===== src/rtl/csi2tx_sync_sched_pkg.sv =====
// Shared types and helpers for the CSI-2 TX sync-channel update scheduler.
package csi2tx_sync_sched_pkg;

  typedef enum logic [2:0] {
    IDLE  = 3'd0,
    LOAD  = 3'd1,
    PULSE = 3'd2,
    HOLD  = 3'd3,
    ACK   = 3'd4
  } sched_state_t;

  localparam int MIN_HOLD = 1;

  function automatic int clog2(input int v);
    int r;
    r = 0;
    while ((1 << r) < v) r++;
    return r;
  endfunction

endpackage


===== src/rtl/csi2tx_rr_arbiter.sv =====
// Combinational round-robin search: first set request at or above ptr,
// wrapping modulo NUM_REQ.
module csi2tx_rr_arbiter #(
  parameter int NUM_REQ = 4,
  parameter int ID_W    = 2
) (
  input  logic [NUM_REQ-1:0] req,
  input  logic [ID_W-1:0]    ptr,
  output logic [ID_W-1:0]    win,
  output logic               vld
);

  int idx;

  // Scan from the far end down so the nearest candidate is written last.
  always_comb begin
    win = '0;
    vld = |req;
    idx = 0;
    for (int k = NUM_REQ - 1; k >= 0; k--) begin
      idx = int'(ptr) + k;
      if (idx >= NUM_REQ) idx = idx - NUM_REQ;
      if (req[idx]) win = ID_W'(idx);
    end
  end

endmodule


===== src/rtl/csi2tx_sync_update_sched.sv =====
// Round-robin scheduler sharing one mux-based CDC sync channel; holds
// data for HOLD_CYCLES after the enable pulse, then acks the requester.
module csi2tx_sync_update_sched
  import csi2tx_sync_sched_pkg::*;
#(
  parameter int NUM_REQ     = 4,
  parameter int DATA_WIDTH  = 32,
  parameter int HOLD_CYCLES = 8,
  localparam int ID_W  = (clog2(NUM_REQ) < 1) ? 1 : clog2(NUM_REQ),
  localparam int CNT_W = (clog2(HOLD_CYCLES + 1) < 1) ? 1
                         : clog2(HOLD_CYCLES + 1)
) (
  input  logic                          clk_src,
  input  logic                          rsta,
  input  logic [NUM_REQ-1:0]            req,
  input  logic [NUM_REQ*DATA_WIDTH-1:0] req_data,
  output logic [NUM_REQ-1:0]            req_ack,
  output logic                          busy,
  output logic [ID_W-1:0]               sel_id,
  output logic [DATA_WIDTH-1:0]         sync_data,
  output logic                          sync_enable
);

  generate
    if (HOLD_CYCLES < MIN_HOLD) begin : g_bad_hold
      $error("HOLD_CYCLES must be at least 1");
    end
  endgenerate

  sched_state_t state, state_n;

  logic [ID_W-1:0]    rr_ptr;
  logic [ID_W-1:0]    win;
  logic               win_vld;
  logic [CNT_W-1:0]   cnt;
  logic [ID_W-1:0]    ptr_n;
  logic [NUM_REQ-1:0] ack_mask;

  csi2tx_rr_arbiter #(
    .NUM_REQ (NUM_REQ),
    .ID_W    (ID_W)
  ) u_arb (
    .req (req),
    .ptr (rr_ptr),
    .win (win),
    .vld (win_vld)
  );

  assign ptr_n = (sel_id == ID_W'(NUM_REQ - 1)) ? '0 : sel_id + 1'b1;
  assign ack_mask = NUM_REQ'(1) << sel_id;

  always_comb begin
    state_n = state;
    unique case (state)
      IDLE:    if (win_vld) state_n = LOAD;
      LOAD:    state_n = PULSE;
      PULSE:   state_n = HOLD;
      HOLD:    if (cnt == CNT_W'(1)) state_n = ACK;
      ACK:     state_n = IDLE;
      default: state_n = IDLE;
    endcase
  end

  // Outputs are registered from the next state so they line up with it.
  always_ff @(posedge clk_src) begin
    if (rsta) begin
      state       <= IDLE;
      rr_ptr      <= '0;
      sel_id      <= '0;
      sync_data   <= '0;
      sync_enable <= 1'b0;
      req_ack     <= '0;
      busy        <= 1'b0;
      cnt         <= '0;
    end else begin
      state       <= state_n;
      busy        <= (state_n != IDLE);
      sync_enable <= (state_n == PULSE);
      req_ack     <= (state_n == ACK) ? ack_mask : '0;
      if (state == IDLE && win_vld) begin
        sel_id    <= win;
        sync_data <= req_data[win*DATA_WIDTH +: DATA_WIDTH];
      end
      if (state == PULSE) cnt <= CNT_W'(HOLD_CYCLES);
      else if (state == HOLD) cnt <= cnt - 1'b1;
      if (state == ACK) rr_ptr <= ptr_n;
    end
  end

endmodule


===== config.mk =====
export PLATFORM = sky130hd
export DESIGN_NAME = csi2tx_sync_update_sched
export DESIGN_NICKNAME = d
export VERILOG_FILES = /design/src/rtl/csi2tx_sync_sched_pkg.sv /design/src/rtl/csi2tx_rr_arbiter.sv /design/src/rtl/csi2tx_sync_update_sched.sv
export SDC_FILE = /design/constraint.sdc
export NUM_CORES = 1
export LEC_CHECK = 0
export ABC_CLOCK_PERIOD_IN_PS = 1500
export CAP_MARGIN = 30
export CORE_MARGIN = 10
export CORE_UTILIZATION = 33
export DETAILED_ROUTE_END_ITERATION = 8
export PLACE_DENSITY = 0.73
export SLEW_MARGIN = 20
export SYNTH_ARGS = -nofsm -noshare
export SYNTH_HDL_FRONTEND = slang
export SYNTH_SLANG_ARGS = --single-unit
export TNS_END_PERCENT = 50

===== constraint.sdc =====
create_clock -name clk_src -period 1.5 [get_ports clk_src]
set_input_delay 0.15 -clock clk_src [delete_from_list [all_inputs] [get_ports clk_src]]
set_output_delay 0.15 -clock clk_src [all_outputs]
set_load 0.03 [all_outputs]

# Word level (Yosys, flattened, before mapping)
# Index checks and enable logic that the tools add are counted.
word_totals:
  register_bits: 49
  inputBits: 134
  output_inout_bits: 40
  word_cells: 70
classes:
  addsub: 9
  n_lt_le_gt_ge: 8
  eq_ne: 8
  shifts: 2
  mux: 26
  bitwise: 1
  reduce_logical: 7
ops:
  columns: ["cell", "count"]
  rows:
  - ["$lt 32x4->1 const B", 4]
  - ["$mux 32", 4]
  - ["$shiftx 128x8->32", 1]
  - ["$ge 32x4->1 const B", 3]
  - ["$sub 32x4->32 const B", 3]
  - ["$pmux 3 s4", 1]
  - ["$mux 2", 5]
  - ["$eq 3x2->1 const B", 3]
  - ["$bmux 1 s2", 4]
  - ["$mux 1", 8]
  - ["$mux 4", 2]
  - ["$add 2x2->3 const B", 2]
  - ["$eq 3x3->1 const B", 2]
  - ["$mux 3", 2]
  - ["$eq 4x1->1 const B", 1]
  - ["$reduce_or 2->1", 2]
  - ["$reduce_or 4->1", 1]
  - ["$shl 1x2->4 const A", 1]
  - ["$sub 2x3->4 const B", 1]
  - ["$sub 4x1->4 const B", 1]
  - ["$add 2x1->3 const B", 1]
  - ["$eq 3x1->1 const B", 1]
  - ["$ge 2x3->1 const B", 1]
  - ["$logic_not 3->1", 1]
  - ["other kinds (6)", 6]

# Depth between registers and ports, before layout
# Gate-level depths: netlist (run 1).
logic_depth:
  depth_word: 11
  depth_mapped: 7

# Cells and area by module
# From an unflattened synthesis (run 1), not the netlist that was laid out.
hier_totals:
  cells_unflattened: 195
  hier_area_um2: 2633.8
by_module_without_submodules:
  columns: ["module", "n_inst", "cells_each", "area_per_inst_um2", "seq_area_each_um2"]
  rows:
  - ["csi2tx_sync_update_sched", 1, 182, 2556.2, 980.9]
  - ["csi2tx_rr_arbiter", 1, 13, 77.6, 0.0]

# Worst setup path before layout (run 1)
# Ideal clock, no wire load.
synth_path:
  path_type: "reg2reg"
  start: "reg rr_ptr[1]"
  end: "reg sync_data[28]"
  setup_ns: 0.132
  arrival_ns: 1.432
  path_slack_ns: -0.065
  stages_incl_launch_ff: 7
  n_path_buf: 2
  synth_period_minus_slack_ns: 1.565
  path_cell_list: "dfxtp_1 -> or3b_1 -> buf_2 -> clkbuf_1 -> and3_2 -> o21ai_1 -> o211ai_1"
synth_via:
  elab_chain_len: 11
synth_rtl:
  columns: ["item", "line_no", "rtl"]
  rows:
  - ["start: declaration", "csi2tx_sync_update_sched.sv:32", "logic [ID_W-1:0] rr_ptr;"]
  - ["start signal: assignment", "csi2tx_sync_update_sched.sv:86", "if (state == ACK) rr_ptr <= ptr_n;"]
  - ["$add 2x2->3", "csi2tx_rr_arbiter.sv:21", "idx = int'(ptr) + k;"]
  - ["$sub 32x4->32 or $ge 32x4->1 (tied branches)", "csi2tx_rr_arbiter.sv:22", "if (idx >= NUM_REQ) idx = idx - NUM_REQ;"]
  - ["$mux 32", "csi2tx_rr_arbiter.sv:22", null]
  - ["$bmux 1 s2", "csi2tx_rr_arbiter.sv:23", "if (req[idx]) win = ID_W'(idx);"]
  - ["$mux 1 (not written as such) (2 in a row)", "csi2tx_rr_arbiter.sv:23", null]
  - ["$mux 2 (3 in a row)", "csi2tx_rr_arbiter.sv:23", null]
  - ["$mux 2 *", "csi2tx_rr_arbiter.sv:23", null]
  - ["$shiftx 128x8->32 *", "csi2tx_sync_update_sched.sv:82", "sync_data <= req_data[win*DATA_WIDTH +: DATA_WIDTH];"]
  - ["end signal: assignment", "csi2tx_sync_update_sched.sv:82", null]
  - ["end: declaration", "csi2tx_sync_update_sched.sv:20", "output logic [DATA_WIDTH-1:0] sync_data,"]
# Mark *: on every way between the ends. The rest lies on a longest branch, timed or not. The select of a mux whose other input is x is not followed.
# A chain may end at the register's enable or synchronous reset.

# Worst setup path after layout (run 1)
layout_path:
  start: "reg rr_ptr[1]"
  end: "reg sync_data[6]"
# The elaborated chain is that of the path after synthesis.

==> impl_metrics.yaml, run 1 <==
sta:
  maxSlewViolCount: 0
  fmax_ghz: 0.6202
  finalWorstSetupSlack_ns: -0.1124
  fin_worst_skew_ns: 0.009855
  setup_viol: 32
  min_period_over_period_pct: 107.5
  hold_violations: 0
  relSlewSlack_pct: 75.49
  tightest_slew_ns: 0.3670
  period_minus_slack_ns: 1.612
  rsz0062_at_grt: "yes"
finish:
  fillers: 798
  fin_util_pct: 59.88
  antenna_cells: 0
  drive_gt1_share_pct: 16.12
  fin_nets: 657
  syn_to_final_growth_pct: 77.61
  design_area_sq_mm: 0.005171
die:
  ios: 174
  die_w_um: 113.9
  initial_core_util_pct: 33.71
  rows: 34
  die_y_um: 113.9
  die-area_sq_mm: 0.01298
  core_area_sq_mm: 0.008636
global_route:
  overflow: 0
  grt_pass1_wl_mm: 17.80
  grt_max_degree: 65
  antenna_found_initial: 0
  grt_usage_pct: 16.87
  grt_pass1_vias: 3326
synth:
  synth.top_cell.area_share_pct: 33.69
  synth_cell_type_count: 37
  syn_inst: 338
  synth-seq-cells: 49
  avgSynthCellArea_sq_um: 8.614
  synth_commonest_cells: "dfxtp_1 (49), nand2_1 (38), mux2i_1 (34)"
  synth_area_leaders: "dfxtp_1 (34%), mux2i_1 (12%), a21boi_0 (8.5%)"
  synth_most_common_cell: "dfxtp_1"
  seq_area_frac_synth_pct: 33.69
  syn_area_sq_mm: 0.002912
  synth_fp_nets: 475
  synth_top_area_cell: "dfxtp_1"
  yosys_warnings: 0
  async_reset_ff_share_pct: 0
  synth_flop_cell: "dfxtp_1"
  synth-edff-count: 0
route:
  wl_per_cell_um: 18.91
  firstDrtPassIters: 6
  drt_iter0_markers: 114
  avgViaCountPerCell: 5.181
  drc: 0
  route.vias.total: 3259
  wl_mm: 11.89
  route.antenna.remaining_nets: 0
power:
  powerDensity_mw_per_mm2: 739.5
  p_leak_nw: 2.452
  ir_drop_mv: 0.4886
worst_setup_path:
  endpoint_kind: "register"
  worstPathArrival_ns: 1.80
  critical_path_required_ns: 1.68
  worstSetupPathType: "register to register"
  cp_max_fo: 13
  start_kind: "register"
job:
  drv_cap: 0
placement:
  hpwl_mm: 9.231
  gp_congestion: 0.7630
  portBuffers: 173
  place_area_sq_mm: 0.004883
  dpl_worst_slack_ns: -0.5168
run_status:
  status: "complete, but fails checks"
  violations: "setup timing"
clocking:
  cts.clk_slew.worst_paths_ns: 0.10
  clockRootBuffer: "clkbuf_8"
  htreeDepth: 2
  insertion_delay_ns: 0.30
  cts_tree: "built"
  clockBufferDepth: 2
  cts_sinks: 49
  numCtsBuffers: 5
  hold_buffers: 0
hold_path:
  hp-class: "register to register"
[final timing paths]
path | depth (start not counted) | from | to | slack [ns]
worst max-delay path | 6 | rr_ptr[1]$_SDFFE_PP0N_ | sync_data[6]$_SDFFE_PP0P_ | -0.11
worst min-delay path | 2 | sync_data[16]$_SDFFE_PP0P_ | sync_data[16]$_SDFFE_PP0P_ | 0.48
worst max register to register | 6 | rr_ptr[1]$_SDFFE_PP0N_ | sync_data[6]$_SDFFE_PP0P_ | -0.11
worst min register to register | 2 | sync_data[16]$_SDFFE_PP0P_ | sync_data[16]$_SDFFE_PP0P_ | 0.48
[stage by stage]
stage	TNS (ns)	hold WS, ns	cells	power (W)
2_1_floorplan	0	0.3118	338	0.002272
3_3_place_gp	-12.59	0.4523	617	0.003017
3_5_place_dp	-15.02	0.4627	617	0.003046
4_1_cts	-2.246	0.4886	629	0.003847
5_1_grt	-4.794	0.4876	629	0.004030
6_report	-2.049	0.4804	629	0.003824
[where the power goes]
group	switching (W)	total, W	internal, W	leakage (nW)
Clock	0.000475	0.000805	0.000330	0.0374
Combinational	0.000722	0.00151	0.000790	2.01
Sequential	0.0000711	0.00151	0.00144	0.403
Total	0.00127	0.00382	0.00256	2.45
[area by class of cell]
type | instances | area, sq um | share of cell area [%]
clock buffers | 6 | 72.57 | 1.403
clock inverters | 2 | 15.01 | 0.2903
inverters | 5 | 18.77 | 0.3629
multi-input cells | 255 | 1818 | 35.16
flip-flops and latches | 49 | 984.7 | 19.04
well taps | 108 | 135.1 | 2.613
repair buffers | 204 | 2127 | 41.13
[flip-flops by register name, indices dropped and copies added, names as in the netlist]
signal,flops
busy,1
req_ack,4
sync_enable,1
sync_data,32
state,3
rr_ptr,2
cnt,4
sel_id,2
[per-layer routing]
layer	track usage [%]	up-vias	wire, um
li1	-	1591	-
met1	19.57	1543	5142
met2	30.07	113	5888
met3	4.357	12	660
met4	4.010	0	201
met5	0	-	0
[logic make-up after synthesis]
logic type,Yosys count,synth area share [%]
multiplexers,34,11.69
buffers and inverters,34,7.005
AO/OA/AOI/OAI,116,26.21
AND/OR/NAND/NOR,102,20.11
adder cells (fa/ha/maj),3,1.289
flip-flops,49,33.69
[cell usage in the layout, fill, tap and decap left out, drive strengths merged, types with 2 or more instances in the layout]
cell / synthesis / routed
clkdlybuf4s50: 0 / 131
nand2: 38 / 38
nor4: 3 / 3
mux2i: 34 / 34
ha: 3 / 3
buf: 13 / 31
nand3: 3 / 3
o21ai: 35 / 35
a211oi: 2 / 2
and3: 35 / 35
clkinvlp: 0 / 2
dfxtp: 49 / 49
nor3b: 3 / 3
a21boi: 33 / 33
nor2b: 3 / 3
o211ai: 32 / 32
inv: 5 / 5
nand2b: 2 / 2
dlymetal6s2s: 1 / 30
nor3: 3 / 3
nor2: 8 / 8
a21oi: 10 / 10
dlygate4sd2: 0 / 12
clkbuf: 14 / 6
[critical path, stage by stage (launching register included)]
cell and delay (ns):
dfxtp_4 0.39, mux2i_1 0.18, o22a_2 0.19, and2_4 0.22, buf_12 0.18, mux2i_1 0.23, o211ai_1 0.10
[timing repair]
item,4_1_cts,5_1_grt
hold endpoints to repair,0,0
setup endpoints to repair,42,62
setup buffers,4,0
gates resized for setup,29,41
pin swaps,3,1
Power figures use the tool's default switching activity.
==> inputs of run 2 (changes only) <==
--- a/config.mk
+++ b/config.mk
@@ -5,12 +5,12 @@
 export SDC_FILE = /design/constraint.sdc
 export NUM_CORES = 1
 export LEC_CHECK = 0
-export ABC_CLOCK_PERIOD_IN_PS = 1500
+export ABC_CLOCK_PERIOD_IN_PS = 1700
 export CAP_MARGIN = 30
 export CORE_MARGIN = 10
 export CORE_UTILIZATION = 33
 export DETAILED_ROUTE_END_ITERATION = 8
-export PLACE_DENSITY = 0.73
+export PLACE_DENSITY = 0.7
 export SLEW_MARGIN = 20
 export SYNTH_ARGS = -nofsm -noshare
 export SYNTH_HDL_FRONTEND = slang
==> constraint.sdc (replaced) <==
create_clock -name clk_src -period 1.7 [get_ports clk_src]
set_input_delay 0.17 -clock clk_src [delete_from_list [all_inputs] [get_ports clk_src]]
set_output_delay 0.17 -clock clk_src [all_outputs]
set_load 0.03 [all_outputs]
==> run 2 against run 1 <==
  * The run now ends clean
  * Worst setup slack improved by 0.14 ns
  * Final cell count increased by 2.5%
  * Global-route usage increased by 0.13 points
  * Utilization increased by 3.1 points
  * Combinational power about the same
  * Clock-buffer cell count decreased by 1
  * Flip-flop and latch count unchanged
  * Sequential power decreased by 11%
  * Register-to-register slack improved by 0.14 ns
  * Non-clock buffer count increased by 15
==> impl_metrics.yaml, run 2 (synthesized netlist as in run 1, its figures left out) <==
job:
  drv_cap: 0
sta:
  relSlewSlack_pct: 72.64
  rsz0062_at_grt: "yes"
  hold_slack_ns: 0.4808
  maxSlewViolCount: 0
  fin_worst_skew_ns: 0.01135
  fmax_ghz: 0.5968
  tightest_slew_ns: 0.4070
  hold_violations: 0
  min_period_over_period_pct: 98.57
  period_minus_slack_ns: 1.676
  setup_viol: 0
worst_setup_path:
  r2r-start: "rr_ptr[1]$_SDFFE_PP0N_"
  start_kind: "register"
  crit_chain: "mux2i_1 -> o22a_2 -> buf_12 -> buf_6 -> and3_2 -> o21ai_2 -> o211ai_1"
  r2r_slack_ns: 0.02
  endpoint_kind: "register"
  cp_max_fo: 9
  slowest_stage: "dfxtp_4"
  reg2reg_depth: 7
  worstSetupPathType: "register to register"
  max_stage_delay_ns: 0.37
  critical_path_required_ns: 1.89
  r2r-end: "sync_data[15]$_SDFFE_PP0P_"
  worstPathArrival_ns: 1.87
clocking:
  cts_sinks: 49
  cts.clk_slew.worst_paths_ns: 0.10
  cts_tree: "built"
  clockRootBuffer: "clkbuf_8"
  clockBufferDepth: 2
  htreeDepth: 2
  numCtsBuffers: 5
  insertion_delay_ns: 0.31
hold_path:
  hold-path-endpoint: "sync_data[26]$_SDFFE_PP0P_"
  hp-class: "register to register"
  min_from: "sync_data[26]$_SDFFE_PP0P_"
  min_path_cells: 2
die:
  die_y_um: 113.9
  core_area_sq_mm: 0.008636
  initial_core_util_pct: 33.71
  rows: 34
  die-area_sq_mm: 0.01298
  ios: 174
  die_w_um: 113.9
global_route:
  grt_usage_pct: 17.00
  antenna_found_initial: 0
  grt_pass1_wl_mm: 17.94
  overflow: 0
  grt_max_degree: 37
  grt_pass1_vias: 3241
finish:
  fin_util_pct: 62.94
  mostFrequentLayoutCells: "clkdlybuf4s50_1 (172), dfxtp_1 (48), nand2_1 (37), mux2i_1 (32), o211ai_1 (32)"
  antenna_cells: 0
  largest_reg_flops: 32
  fillers: 756
  instances_no_fill: 645
  layout_commonest_cell: "clkdlybuf4s50_1"
  drive_gt1_share_pct: 20.48
  syn_to_final_growth_pct: 86.68
  reg_top3: "sync_data x32, cnt x4, req_ack x4"
  top_register: "sync_data"
  fin_nets: 673
power:
  powerDensity_mw_per_mm2: 653.1
  p_leak_nw: 2.077
  ir_drop_mv: 0.4300
  power.total_w: 0.003550
route:
  wl_per_cell_um: 19.73
  drt_iter0_markers: 135
  route.antenna.remaining_nets: 0
  route.vias.total: 3369
  drc: 0
  avgViaCountPerCell: 5.223
  firstDrtPassIters: 6
  wl_mm: 12.73
placement:
  gp_congestion: 0.7821
  hpwl_mm: 9.034
  dpl.cell_count: 617
  portBuffers: 173
run_status:
  status: "complete, no violations"
## run 2: cell types whose count changed in the layout (fill, tap and decap cells not counted), sizes merged
| cell | before | now |
|---|---|---|
| and2 | 1 | 2 |
| buf | 31 | 40 |
| clkbuf | 6 | 11 |
| clkdlybuf4s50 | 131 | 172 |
| clkinv | 0 | 2 |
| clkinvlp | 2 | 1 |
| dlygate4sd2 | 12 | 1 |
| dlymetal6s2s | 30 | 0 |
## run 2: power breakdown
part / switching (W) / internal (W) / leakage (nW) / total (W)
Combinational: 0.000682 / 0.000825 / 1.63 / 0.00151
Sequential: 0.0000684 / 0.00127 / 0.403 / 0.00134
Clock: 0.000422 / 0.000286 / 0.0439 / 0.000707
Total: 0.00117 / 0.00238 / 2.08 / 0.00355
## run 2: metrics by stage
stage | area [sq um] | setup WS (ns) | setup TNS (ns)
after CTS | 5010 | 0.001109 | 0
after global routing | 5435 | -0.03853 | -0.3112
final | 5435 | 0.02432 | 0
after global placement | 4846 | -0.4780 | -14.72
after detailed placement | 4846 | -0.5835 | -17.23
after floorplan | 2912 | 0.1353 | 0
## run 2: layout make-up
class / instances / area (sq um) / share of cell area, %
multi-input cells: 256 / 1874 / 34.48
flip-flops and latches: 49 / 984.7 / 18.12
repair buffers: 219 / 2336 / 42.98
clock inverters: 3 / 17.52 / 0.3223
clock buffers: 5 / 68.82 / 1.266
inverters: 5 / 18.77 / 0.3453
well taps: 108 / 135.1 / 2.486
## run 2: routing by layer
layer	track usage [%]	wire length, um
met1	20.26	5322
met2	29.61	6363
met3	4.777	901
met4	3.509	140
met5	0	0
## run 2: worst max path at each step
stage,start,cells past startpoint,endpoint,slack [ns]
floorplan,rr_ptr[1]$_SDFFE_PP0N_,6,sync_data[28]$_SDFFE_PP0P_,0.14
global placement,req[1],6,sync_data[3]$_SDFFE_PP0P_,-0.48
detailed placement,req[1],6,sync_data[9]$_SDFFE_PP0P_,-0.58
CTS,rr_ptr[1]$_SDFFE_PP0N_,7,sync_data[11]$_SDFFE_PP0P_,0.001
global route,rr_ptr[1]$_SDFFE_PP0N_,7,sync_data[28]$_SDFFE_PP0P_,-0.04
finish,rr_ptr[1]$_SDFFE_PP0N_,7,sync_data[15]$_SDFFE_PP0P_,0.02
## run 2: worst max-delay path: cells and delay by family, from the launching register on
kind,cells,cell delay [ns]
buf+inv,2,0.32
mux,1,0.12
compound gates,3,0.53
flops,1,0.37
simple gates,1,0.22
## run 2: what timing repair did
action                                  CTS  global route
endpoints found under the setup margin   33            32
pin swaps                                 0            23
gates resized for setup                   7            47
gates cloned                              1             8
hold buffers                              0             0
setup buffers                             4             7
